## config.mk

```make
export PLATFORM = sky130hd
export DESIGN_NAME = stream_demux
export DESIGN_NICKNAME = d
export VERILOG_FILES = /design/src/rtl/stream_demux_pkg.sv /design/src/rtl/demux_slot.sv /design/src/rtl/stream_demux.sv
export SDC_FILE = /design/constraint.sdc
export NUM_CORES = 1
export LEC_CHECK = 0
export CAP_MARGIN = 20
export CORE_ASPECT_RATIO = 2
export CORE_MARGIN = 1
export CORE_UTILIZATION = 40
export CTS_CLUSTER_SIZE = 30
export DETAILED_ROUTE_END_ITERATION = 10
export HOLD_SLACK_MARGIN = 0.06
export PLACE_DENSITY = 0.73
export SLEW_MARGIN = 20
export SYNTH_ARGS = -nofsm -noshare
export SYNTH_HDL_FRONTEND = slang
export SYNTH_SLANG_ARGS = --single-unit
```

## constraint.sdc

```tcl
create_clock -name clk -period 1.7 [get_ports clk]
set_input_delay 0.255 -clock clk [delete_from_list [all_inputs] [get_ports clk]]
set_output_delay 0.255 -clock clk [all_outputs]
set_load 0.02 [all_outputs]
```

## src/rtl/stream_demux_pkg.sv

```systemverilog
// stream_demux_pkg: shared constants and helpers for the registered 1-to-N
// stream demultiplexer.
//   CNT_W         width of the optional per-channel transfer counters
//   N_OUT_MAX     largest supported channel count
//   sel_in_range  true when a select value addresses an existing channel
package stream_demux_pkg;

  localparam int CNT_W     = 16;
  localparam int N_OUT_MAX = 16;

  function automatic logic sel_in_range(input int unsigned sel,
                                        input int unsigned n_out);
    return (sel < n_out);
  endfunction

endpackage

```

## src/rtl/demux_slot.sv

```systemverilog
// demux_slot: one-entry output register with valid/ready handshake.
// A load writes the payload and marks the slot full. A drain (full & ready)
// empties the slot. A load in the same cycle as a drain keeps the slot full
// with the new payload. The payload register keeps its last value after a
// drain.
// Optional feature: macro STREAM_DEMUX_CNT_EN adds a 16-bit wrapping count of
// drain handshakes.
// Ports:
//   clk, rst_n  clock, asynchronous active-low reset
//   load        write load_data into the slot at the next edge
//   load_data   payload to store
//   ready       consumer ready for this slot
//   valid       slot full
//   data        stored payload
//   cnt         drain handshake count (STREAM_DEMUX_CNT_EN only)
module demux_slot
  import stream_demux_pkg::*;
#(
  parameter int DATA_W = 8
) (
  input  logic              clk,
  input  logic              rst_n,
  input  logic              load,
  input  logic [DATA_W-1:0] load_data,
  input  logic              ready,
  output logic              valid,
  output logic [DATA_W-1:0] data
`ifdef STREAM_DEMUX_CNT_EN
  ,
  output logic [CNT_W-1:0]  cnt
`endif
);

  logic              vld_p0;
  logic [DATA_W-1:0] data_p0;

  // Slot register stage
  always_ff @(posedge clk or negedge rst_n) begin
    if (!rst_n) begin
      vld_p0  <= 1'b0;
      data_p0 <= '0;
    end else if (load) begin
      vld_p0  <= 1'b1;
      data_p0 <= load_data;
    end else if (vld_p0 && ready) begin
      vld_p0  <= 1'b0;
    end
  end

  assign valid = vld_p0;
  assign data  = data_p0;

`ifdef STREAM_DEMUX_CNT_EN
  logic [CNT_W-1:0] cnt_p0;

  // Counts consumer handshakes, wrapping naturally at 16 bits
  always_ff @(posedge clk or negedge rst_n) begin
    if (!rst_n) begin
      cnt_p0 <= '0;
    end else if (vld_p0 && ready) begin
      cnt_p0 <= cnt_p0 + CNT_W'(1);
    end
  end

  assign cnt = cnt_p0;
`endif

endmodule

```

## src/rtl/stream_demux.sv

```systemverilog
// stream_demux: registered 1-to-N_OUT valid/ready stream demultiplexer.
// Each input beat is steered by in_sel to one of N_OUT one-entry output slots.
// Beats whose select is out of range are consumed, dropped and flagged on
// err_sel for one cycle.
// Optional feature: macro STREAM_DEMUX_CNT_EN adds the cnt port carrying a
// 16-bit drain counter per channel.
// Ports:
//   clk, rst_n  clock, asynchronous active-low reset
//   in_valid    input beat present
//   in_ready    input beat accepted this cycle (combinational, never uses in_valid)
//   in_data     input payload
//   in_sel      target channel for the beat
//   out_valid   per-channel slot full
//   out_ready   per-channel consumer ready
//   out_data    channel k in bits [k*DATA_W +: DATA_W]
//   err_sel     one-cycle pulse after an out-of-range beat was dropped
//   cnt         channel k count in bits [k*16 +: 16] (STREAM_DEMUX_CNT_EN only)
module stream_demux
  import stream_demux_pkg::*;
#(
  parameter  int DATA_W = 8,
  parameter  int N_OUT  = 4,
  localparam int SEL_W  = $clog2(N_OUT)
) (
  input  logic                    clk,
  input  logic                    rst_n,
  input  logic                    in_valid,
  output logic                    in_ready,
  input  logic [DATA_W-1:0]       in_data,
  input  logic [SEL_W-1:0]        in_sel,
  output logic [N_OUT-1:0]        out_valid,
  input  logic [N_OUT-1:0]        out_ready,
  output logic [N_OUT*DATA_W-1:0] out_data,
  output logic                    err_sel
`ifdef STREAM_DEMUX_CNT_EN
  ,
  output logic [N_OUT*CNT_W-1:0]  cnt
`endif
);

  logic             sel_ok;
  logic [N_OUT-1:0] sel_hit;
  logic [N_OUT-1:0] load;
  logic             err_p0;

  assign sel_ok = sel_in_range(32'(in_sel), 32'(N_OUT));

  // One-hot decode instead of indexing out_valid[in_sel], so a select past
  // N_OUT never reads a nonexistent bit; such a select leaves in_ready at 1.
  always_comb begin
    sel_hit  = '0;
    in_ready = 1'b1;
    for (int k = 0; k < N_OUT; k++) begin
      if (in_sel == SEL_W'(k)) begin
        sel_hit[k] = 1'b1;
        in_ready   = !out_valid[k] || out_ready[k];
      end
    end
  end

  assign load = sel_hit & {N_OUT{in_valid && in_ready}};

  // Drop flag stage
  always_ff @(posedge clk or negedge rst_n) begin
    if (!rst_n) begin
      err_p0 <= 1'b0;
    end else begin
      err_p0 <= in_valid && !sel_ok;
    end
  end

  assign err_sel = err_p0;

  for (genvar k = 0; k < N_OUT; k++) begin : g_slot
    demux_slot #(
      .DATA_W(DATA_W)
    ) u_slot (
      .clk      (clk),
      .rst_n    (rst_n),
      .load     (load[k]),
      .load_data(in_data),
      .ready    (out_ready[k]),
      .valid    (out_valid[k]),
      .data     (out_data[k*DATA_W +: DATA_W])
`ifdef STREAM_DEMUX_CNT_EN
      ,
      .cnt      (cnt[k*CNT_W +: CNT_W])
`endif
    );
  end

endmodule

```

==> results by group <==
Detailed routing
  – Via count: 960
  – Drt wl/cell: 15.1 microns
  – DRT Pass-1 Iters: 4
  – 1st-iter DRT viols: 12
  – Via density: 4.68
  – Routed Wire Length: 3100 microns
  – DRC Markers: 0
  – Post-DRT Antenna Nets: 0

Global routing
  – Initial antenna violation count: 0
  – GRT Util Overall: 17.9%
  – Largest net degree at the start of global routing: 37
  – First-pass GRT wire length: 4900 microns
  – Vias in the first global route: 1017
  – Grt ovf: 0

Layout
  – Fin util: 64.1%
  – Commonest non-fill, non-tap cell in the layout: clkdlybuf4s50_1
  – Most frequent cells in the layout: clkdlybuf4s50_1, dfrtp_1, mux2_2, buf_4, clkbuf_8
  – Ratio of cells with drive above 1 in the final layout: 38.2%
  – Diodes inserted: 0
  – Synth-to-Final Area Change: 51.4%
  – Final nets: 174

Timing
  – Crit share post-route: 98.8%
  – PnR worst setup slack: 0.0197 ns
  – Setup TNS: 0 ns
  – Hold WS: 0.0598 ns
  – RSZ-0062 raised after global routing: false
  – Final Slew Violations: 0
  – Slew headroom: 47.4%
  – Final setup fails: 0
  – Slew @ Worst Pin: 0.789 ns
  – Final Hold Vio Count: 0
  – Highest Clock Rate: 595 MHz
  – Clk_skew: 0.00325 ns
  – Post-layout minimum cycle time: 1.68 ns

Placed design
  – Worst slack, placed: -0.469 ns
  – DP HPWL: 2320 microns
  – Placer Congestion: 0.793
  – IO buf count: 53

Die
  – Die W: 44.7 microns
  – IO Pins: 55
  – Total die area: 3910 sq um
  – Number of cell rows: 30
  – Die H: 87.5 microns
  – CORE AREA: 3450 sq um
  – Initial Utilization: 42.3%

Worst setup path
  – Critical path, cell by cell: clkdlybuf4s50_1 > nand2b_4 > mux4_2 > buf_6
  – Worst Setup Path Type: primary input to output port
  – WP data required: 1.44 ns
  – CP Data Arrival Time: 1.43 ns
  – Crit path buffers/inverters: 2
  – Maximum fanout along the worst path: 3
  – CP max stage delay: 0.46 ns
  – Worst path top cell family by delay: buffers and inverters
  – Crit start category: primary input
  – Slowest stage cell, crit path: mux4_2
  – Setup crit end kind: output port

Synthesis
  – Post-Syn Area: 1460 sq um
  – Register area share after synthesis: 61.6%
  – Yosys reg bits: 36
  – YS warnings: 0
  – Mean post-synth cell area: 15.5 sq um
  – Mapped Nets: 111
  – Synth cell types: 16
  – Mapped Cells: 94

Pwr
  – Pwr Density: 1170 nW/um^2
  – Max VDD drop: 769 uV
  – Leakage power total: 0.983 nW
  – Pwr Total: 2.60 mW

Job
  – Max Cap Viol: 0

Status
  – Status: finished, final reports clean

Clocking
  – Worst-path clk slew: 0.06 ns
  – CTS Root Cell: clkbuf_8
  – H-Tree Depth: 2
  – TritonCTS Buffers: 5
  – CTS tree: done
  – Max Root-Sink Buffers: 2
  – Hold Buf Count CTS: 0
  – Worst skew pair latency: 0.28 ns
  – Clock sink count: 36

Min path
  – HP Class: primary input to asynchronous set/reset pin
==> final timing paths <==
path                                                           start                              endpoint  slack, ns  cells after the start
worst max-delay path                                    out_ready[1]                              in_ready       0.02                      4
worst min-delay path                                           rst_n    g_slot[2].u_slot.valid$_DFFE_PN0P_       0.06                      1
worst max register to register    g_slot[2].u_slot.valid$_DFFE_PN0P_  g_slot[2].u_slot.data[2]$_DFFE_PN0P_       0.28                      5
worst min register to register  g_slot[0].u_slot.data[0]$_DFFE_PN0P_  g_slot[0].u_slot.data[0]$_DFFE_PN0P_       0.50                      1
max in group asynchronous                                      rst_n  g_slot[2].u_slot.data[5]$_DFFE_PN0P_       1.14                      1
min in group clk                                        out_ready[3]    g_slot[3].u_slot.valid$_DFFE_PN0P_       0.36                      4
==> synth_stat cells <==
cell / instances / area [sq um]
a21o_1: 1 / 7.51
buf_4: 7 / 52.6
conb_1: 1 / 3.75
dfrtp_1: 36 / 901
inv_1: 1 / 3.75
mux2_2: 32 / 360
mux4_1: 1 / 26.3
nand2_1: 2 / 7.51
nand2_2: 2 / 12.5
nand2b_1: 4 / 25.0
nand3_1: 1 / 5.00
nand3b_1: 1 / 7.51
nor2b_1: 2 / 12.5
nor3b_2: 1 / 12.5
nor3b_4: 1 / 18.8
o21ai_0: 1 / 5.00
==> sequential cells by signal (all words and copies together), names as in the netlist <==
signal               cells
g_slot.u_slot.valid      4
g_slot.u_slot.data      32
==> worst reg2reg max path: stages, from the launching register on <==
cell,delay (ns)
dfrtp_1,0.42
nand2b_4,0.09
buf_4,0.10
nor3b_4,0.22
buf_12,0.16
mux2_2,0.33
==> where the power goes <==
part | total, mW | internal, mW | switching [mW] | leakage [nW]
Clock | 0.627 | 0.360 | 0.267 | 0.0503
Combinational | 0.851 | 0.468 | 0.383 | 0.502
Sequential | 1.12 | 1.03 | 0.0933 | 0.431
==> layout make-up <==
type / count / area, sq um
clock buffers: 7 / 96.3
flip-flops and latches: 36 / 901
fillers: 283 / 1240
inverters: 1 / 3.75
well taps: 48 / 60.1
multi-input cells: 50 / 531
repair buffers: 63 / 621
==> routing by layer <==
| layer | global-route usage, % | up-vias | share of wire (%) |
|---|---|---|---|
| met3 | 4.98 | 6 | 3.4 |
| met5 | 0 | - | 0 |
| met1 | 19.5 | 478 | 37 |
| li1 | - | 445 | - |
| met2 | 31.0 | 31 | 57 |
| met4 | 8.26 | 0 | 2.0 |
==> through the flow <==
| step | cells | cell area [sq um] |
|---|---|---|
| final | 205 | 2210 |
| after global routing | 205 | 2210 |
| after CTS | 204 | 2190 |
| after detailed placement | 197 | 2070 |
| after global placement | 197 | 2070 |
| after floorplan | 94 | 1460 |
==> kinds of logic (layout without fill, tap and decap cells) <==
group	Yosys count	after routing	synth area share, %
flops	36	36	61.6
compound gates	2	2	0.856
buf+inv	8	71	3.85
mux	33	33	26.5
simple gates	14	14	6.93
other cells	1	1	0.257
==> what timing repair did <==
item                       4_1_cts  5_1_grt
buffers inserted                 0        1
gates cloned                     0        0
gates resized for setup         11        4
pin swaps                        0        0
setup endpoints to repair        1        2
Power figures use the tool's default switching activity.
